<file path="src/rtl/dtc_cmd_tx.sv">
`default_nettype none
// ============================================================================
// Module   : dtc_cmd_tx
// Purpose  : DTC link command/trigger serializer. Pended L0/L1 triggers win
//            over host commands at frame boundaries. Optional parity bit is
//            compiled in with DTC_CMD_TX_PARITY_EN.
// Revision : 1.0
// ============================================================================
module dtc_cmd_tx #(
    parameter int GUARD_BITS = 2
) (
    input  logic        dtc_clk,
    input  logic        rst_n,
    input  logic        trig_l0_req,
    input  logic        trig_l1_req,
    input  logic        cmd_valid,
    output logic        cmd_ready,
    input  logic [3:0]  cmd_code,
    input  logic [31:0] cmd_address,
    input  logic [31:0] cmd_data,
    output logic        dtc_trig,
    output logic        busy,
    output logic        trig_drop,
    output logic        cmd_err
);

    typedef enum logic [2:0] {
        ST_IDLE  = 3'd0,
        ST_START = 3'd1,
        ST_CODE  = 3'd2,
        ST_ADDR  = 3'd3,
        ST_DATA  = 3'd4,
        ST_PAR   = 3'd5,
        ST_GUARD = 3'd6
    } state_t;

    localparam logic [3:0] C_CODE_L0    = 4'h1;
    localparam logic [3:0] C_CODE_L1    = 4'h2;
    localparam logic [3:0] C_CODE_WRITE = 4'h9;
    localparam logic [3:0] C_CODE_READ  = 4'hA;
    localparam logic [5:0] C_GUARD_LAST = 6'(GUARD_BITS - 1);
`ifdef DTC_CMD_TX_PARITY_EN
    localparam state_t     C_TAIL_ST    = ST_PAR;
`else
    localparam state_t     C_TAIL_ST    = ST_GUARD;
`endif

    state_t      state_q;
    logic [5:0]  cnt_q;
    logic [3:0]  code_q;
    logic [31:0] addr_q;
    logic [31:0] data_q;
    logic        l0_pend_q;
    logic        l1_pend_q;
    logic        trig_q;
    logic        busy_q;
    logic        drop_q;
    logic        err_q;
`ifdef DTC_CMD_TX_PARITY_EN
    logic        par_q;
`endif

    logic arb;
    logic hs;
    logic legal;
    logic sel_l0;
    logic sel_l1;
    logic sel_cmd;
    logic l0_pend_d;
    logic l1_pend_d;
    logic drop_d;
    logic bit_d;

    assign cmd_ready = (state_q == ST_IDLE) && !l0_pend_q && !l1_pend_q;
    assign dtc_trig  = trig_q;
    assign busy      = busy_q;
    assign trig_drop = drop_q;
    assign cmd_err   = err_q;

    // Arbitration also runs on the last guard bit so pended triggers chain
    // onto the previous frame with no idle cycle in between.
    always_comb begin
        hs        = cmd_valid && cmd_ready;
        legal     = (cmd_code >= 4'h3) && (cmd_code <= 4'hA);
        arb       = (state_q == ST_IDLE) || ((state_q == ST_GUARD) && (cnt_q == 6'd0));
        sel_l0    = arb && (l0_pend_q || (!l1_pend_q && !hs && trig_l0_req));
        sel_l1    = arb && !sel_l0 && (l1_pend_q || (!hs && trig_l1_req));
        sel_cmd   = hs && legal;
        l0_pend_d = sel_l0 ? (l0_pend_q && trig_l0_req) : (l0_pend_q || trig_l0_req);
        l1_pend_d = sel_l1 ? (l1_pend_q && trig_l1_req) : (l1_pend_q || trig_l1_req);
        drop_d    = (trig_l0_req && l0_pend_q && !sel_l0) ||
                    (trig_l1_req && l1_pend_q && !sel_l1);
    end

    always_comb begin
        bit_d = 1'b0;
        case (state_q)
            ST_START: bit_d = 1'b1;
            ST_CODE:  bit_d = code_q[cnt_q[1:0]];
            ST_ADDR:  bit_d = addr_q[cnt_q[4:0]];
            ST_DATA:  bit_d = data_q[cnt_q[4:0]];
`ifdef DTC_CMD_TX_PARITY_EN
            ST_PAR:   bit_d = par_q;
`endif
            default:  bit_d = 1'b0;
        endcase
    end

    // state_q names the field driven at the next edge; line and busy follow it
    always_ff @(posedge dtc_clk or negedge rst_n) begin
        if (!rst_n) begin
            state_q   <= ST_IDLE;
            cnt_q     <= 6'd0;
            code_q    <= 4'h0;
            addr_q    <= 32'h0;
            data_q    <= 32'h0;
            l0_pend_q <= 1'b0;
            l1_pend_q <= 1'b0;
            trig_q    <= 1'b0;
            busy_q    <= 1'b0;
            drop_q    <= 1'b0;
            err_q     <= 1'b0;
`ifdef DTC_CMD_TX_PARITY_EN
            par_q     <= 1'b0;
`endif
        end else begin
            trig_q    <= bit_d;
            busy_q    <= (state_q != ST_IDLE);
            drop_q    <= drop_d;
            err_q     <= hs && !legal;
            l0_pend_q <= l0_pend_d;
            l1_pend_q <= l1_pend_d;
`ifdef DTC_CMD_TX_PARITY_EN
            if (state_q == ST_START) begin
                par_q <= 1'b0;
            end else if ((state_q == ST_CODE) || (state_q == ST_ADDR) || (state_q == ST_DATA)) begin
                par_q <= par_q ^ bit_d;
            end
`endif
            case (state_q)
                ST_IDLE, ST_GUARD: begin
                    if ((state_q == ST_GUARD) && (cnt_q != 6'd0)) begin
                        cnt_q <= cnt_q - 6'd1;
                    end else if (sel_l0) begin
                        state_q <= ST_START;
                        code_q  <= C_CODE_L0;
                    end else if (sel_l1) begin
                        state_q <= ST_START;
                        code_q  <= C_CODE_L1;
                    end else if (sel_cmd) begin
                        state_q <= ST_START;
                        code_q  <= cmd_code;
                        addr_q  <= cmd_address;
                        data_q  <= cmd_data;
                    end else begin
                        state_q <= ST_IDLE;
                    end
                end
                ST_START: begin
                    state_q <= ST_CODE;
                    cnt_q   <= 6'd3;
                end
                ST_CODE: begin
                    if (cnt_q != 6'd0) begin
                        cnt_q <= cnt_q - 6'd1;
                    end else if ((code_q == C_CODE_READ) || (code_q == C_CODE_WRITE)) begin
                        state_q <= ST_ADDR;
                        cnt_q   <= 6'd31;
                    end else begin
                        state_q <= C_TAIL_ST;
                        cnt_q   <= C_GUARD_LAST;
                    end
                end
                ST_ADDR: begin
                    if (cnt_q != 6'd0) begin
                        cnt_q <= cnt_q - 6'd1;
                    end else if (code_q == C_CODE_WRITE) begin
                        state_q <= ST_DATA;
                        cnt_q   <= 6'd31;
                    end else begin
                        state_q <= C_TAIL_ST;
                        cnt_q   <= C_GUARD_LAST;
                    end
                end
                ST_DATA: begin
                    if (cnt_q != 6'd0) begin
                        cnt_q <= cnt_q - 6'd1;
                    end else begin
                        state_q <= C_TAIL_ST;
                        cnt_q   <= C_GUARD_LAST;
                    end
                end
                ST_PAR: begin
                    state_q <= ST_GUARD;
                    cnt_q   <= C_GUARD_LAST;
                end
                default: begin
                    state_q <= ST_IDLE;
                    cnt_q   <= 6'd0;
                end
            endcase
        end
    end

endmodule
`default_nettype wire

</file>
<file path="config.mk">
export PLATFORM = sky130hd
export DESIGN_NAME = dtc_cmd_tx
export DESIGN_NICKNAME = d
export VERILOG_FILES = /design/src/rtl/dtc_cmd_tx.sv
export SDC_FILE = /design/constraint.sdc
export NUM_CORES = 1
export LEC_CHECK = 0
export ABC_AREA = 1
export CAP_MARGIN = 5
export CORE_MARGIN = 2
export CORE_UTILIZATION = 45
export DETAILED_ROUTE_END_ITERATION = 10
export MAX_ROUTING_LAYER = met4
export PLACE_DENSITY = 0.67
export SLEW_MARGIN = 20
export SYNTH_ARGS = -nofsm -noshare
export SYNTH_HDL_FRONTEND = slang
export SYNTH_SLANG_ARGS = --single-unit
</file>
<file path="constraint.sdc">
create_clock -name dtc_clk -period 2.25 [get_ports dtc_clk]
set_input_delay 0.45 -clock dtc_clk [delete_from_list [all_inputs] [get_ports dtc_clk]]
set_output_delay 0.45 -clock dtc_clk [all_outputs]
set_load 0.02 [all_outputs]
</file>
==> impl_metrics.toml <==
[place]
dp_hpwl_um = 7151
pre_cts_ws_ps = 155.6
io_buffers = 77
place_congestion = 0.8960

[layout]
final_nets = 742
layout_commonest_cell = "nand2_1"
layout_common_cells = "nand2_1 (234), dfrtp_1 (83), clkdlybuf4s50_1 (76)"
drive_gt1_share_pct = 7.292
fill_cells = 918
area_growth_pct = 24.89
n_antenna_cell = 0

[floorplanning]
io_pins = 78
core_area_um2 = 9328
fp.dieW_um = 102.4
start_util_pct = 46.72
rows = 35
die-area_um2 = 10490
dieHeight_um = 102.4

[yosys]
yosys.area_share.simple_pct = 32.50
ys_seq_area_share_pct = 47.66
synth-edff-count = 0
ys_ff_latch = 83
ys_types = 34
synth_top_family_by_area = "simple AND/OR/NAND/NOR gates"
yosys_warnings = 0
synth_top_flop_cell = "dfrtp_1"
syn-num-nets = 670
synthMuxAreaShare_pct = 0
synthCells = 595
synth_compound_area_share_pct = 9.417
synth_area_um2 = 4358
syn_avg_cell_area_um2 = 7.324
synthAdderAreaFrac_pct = 0.8326
async_flop_share_pct = 100.0
synth_xor_area_share_pct = 0.8039

[clocking]
postCtsSetupBuffers = 0
hold_buffers = 0
cts.sinks = 83
cts_tree = "built"
cts.htree.levels = 3
clock_path_buffers = 2
cts-resized-gates = 0
cts_root_buffer = "clkbuf_8"
clock_latency_ps = 350
clk_pin_slew_worst_paths_ps = 80
cts_buffers = 9

[route]
drtAntennaViolNets = 0
avgRoutedWirePerCell_um = 12.67
viasPerCell = 4.843
drc = 0
drtIter0Drc = 213
wl_um = 10150
drtPass1Iterations = 4
vias = 3879

[grt]
grt_max_degree = 64
grt.total_usage_pct = 21.38
antenna_found_initial = 0
grt_pass1_wl_um = 16960
grt_pass1_vias = 3743
grt_overflow = 0

[status]
status = "finished clean"

[worst_setup_path]
worstSetupStartpoint = "state_q[0]"
worstPathArrival_ps = 1690
r2r_end = "dtc_trig"
worstSetupStartpointType = "flip-flop"
cp-endpoint = "cmd_ready"
r2r_cells = 7
critPathKind = "flip-flop to output port"
rrSetupSlack_ps = 370
worstSetupEndpointType = "output port"
worstPathRequired_ps = 1800
cp_max_fo = 4
r2r-start = "cnt_q[2]"

[pwr]
power.leakage_nw = 2.706
p_per_area_nw_per_um2 = 982.3
ir_drop_mv = 0.5570

[run]
drv_cap = 0

[timing]
final.period_utilization_pct = 95.21
worst_slew_pin_slew_ps = 582.9
slew_viol_final = 0
fin_tns_setup_ps = 0
finClkSkew_ps = 11.22
rsz0062_at_grt = "no"
final-hold-violation-count = 0
fmax_ghz = 0.4668
relSlewSlack_pct = 61.14
setup_viol = 0
min_period_ps = 2142
setup_slack_ps = 107.8

[min_path]
hold_path_class = "input port to asynchronous set/reset pin"
## final cells by class
class                   instances  area [µm²]  area share, %
flip-flops and latches         83        2077          38.16
multi-input cells             427        1898          34.87
repair buffers                 88       888.4          16.32
inverters                      58       217.7          4.000
well taps                     129       161.4          2.966
clock buffers                   9       123.9          2.276
clock inverters                 7       76.32          1.402
## per-layer routing
layer	part of all wire (%)	global-route usage [%]
met1	48	28.85
met2	44	33.40
met3	6.2	2.736
met4	1.6	7.590
met5	0	-
## flip-flops by register name, summed over array words and instances (netlist names)
signal,count
addr_q,32
data_q,32
cnt_q,6
code_q,4
state_q,3
busy,1
cmd_err,1
dtc_trig,1
l0_pend_q,1
l1_pend_q,1
trig_drop,1
## worst max-delay path: stages (launching register included)
cell	delay (ps)
dfrtp_1	430
nor2_2	160
nand2_2	70
nor2_1	80
clkdlybuf4s50_1	600
## worst min path at each step
stage | from | to | slack, ps | depth (start not counted)
2_1_floorplan | rst_n | addr_q[0] | 150 | 0
3_3_place_gp | data_q[25] | data_q[25] | 460 | 2
3_5_place_dp | data_q[25] | data_q[25] | 460 | 2
4_1_cts | rst_n | data_q[31] | 120 | 1
5_1_grt | rst_n | data_q[12] | 150 | 1
6_report | rst_n | data_q[14] | 100 | 1
## cells in the mapped netlist, types with 2 or more instances
master	number	share of area, %
dfrtp_1	83	48
buf_6	5	1.3
nand3_2	2	0.46
or2_2	2	0.29
inv_2	5	0.43
buf_2	15	1.7
a31oi_1	2	0.29
buf_4	2	0.34
nor2_2	4	0.57
ha_1	2	0.57
o21ai_1	11	1.3
nor2_1	58	5.0
o21ai_0	45	5.2
xor2_1	3	0.60
nand3_1	34	3.9
nand4_1	2	0.29
o22ai_1	2	0.29
clkbuf_1	5	0.43
inv_1	53	4.6
a21oi_1	13	1.5
nand2_1	234	20
## power by group
part / internal, W / total (W) / leakage, nW / switching, W
sequential: 0.00171 / 0.00188 / 0.988 / 0.000176
combinational: 0.000907 / 0.00238 / 1.62 / 0.00147
clock: 0.000519 / 0.00109 / 0.0958 / 0.000568
## stage by stage
stage          hold WS [ps]  cells  util, %  instance area, µm²  total power, W
6_report              104.6    801    58.35                5443        0.005347
5_1_grt               149.5    801    58.35                5443        0.005802
4_1_cts               116.6    801    58.35                5443        0.005382
3_5_place_dp          462.1    785    56.20                5243        0.004284
3_3_place_gp          456.9    785    56.20                5243        0.004251
2_1_floorplan         154.4    595        -                4358        0.003619
## kinds of logic (layout without fill, tap and decap cells)
family | after synthesis | after routing
flip-flops | 83 | 83
XOR/XNOR | 4 | 4
AO/OA/AOI/OAI | 77 | 77
adder cells (fa/ha/maj) | 3 | 3
buffers and inverters | 85 | 162
AND/OR/NAND/NOR | 343 | 343
Power figures use the tool's default switching activity.
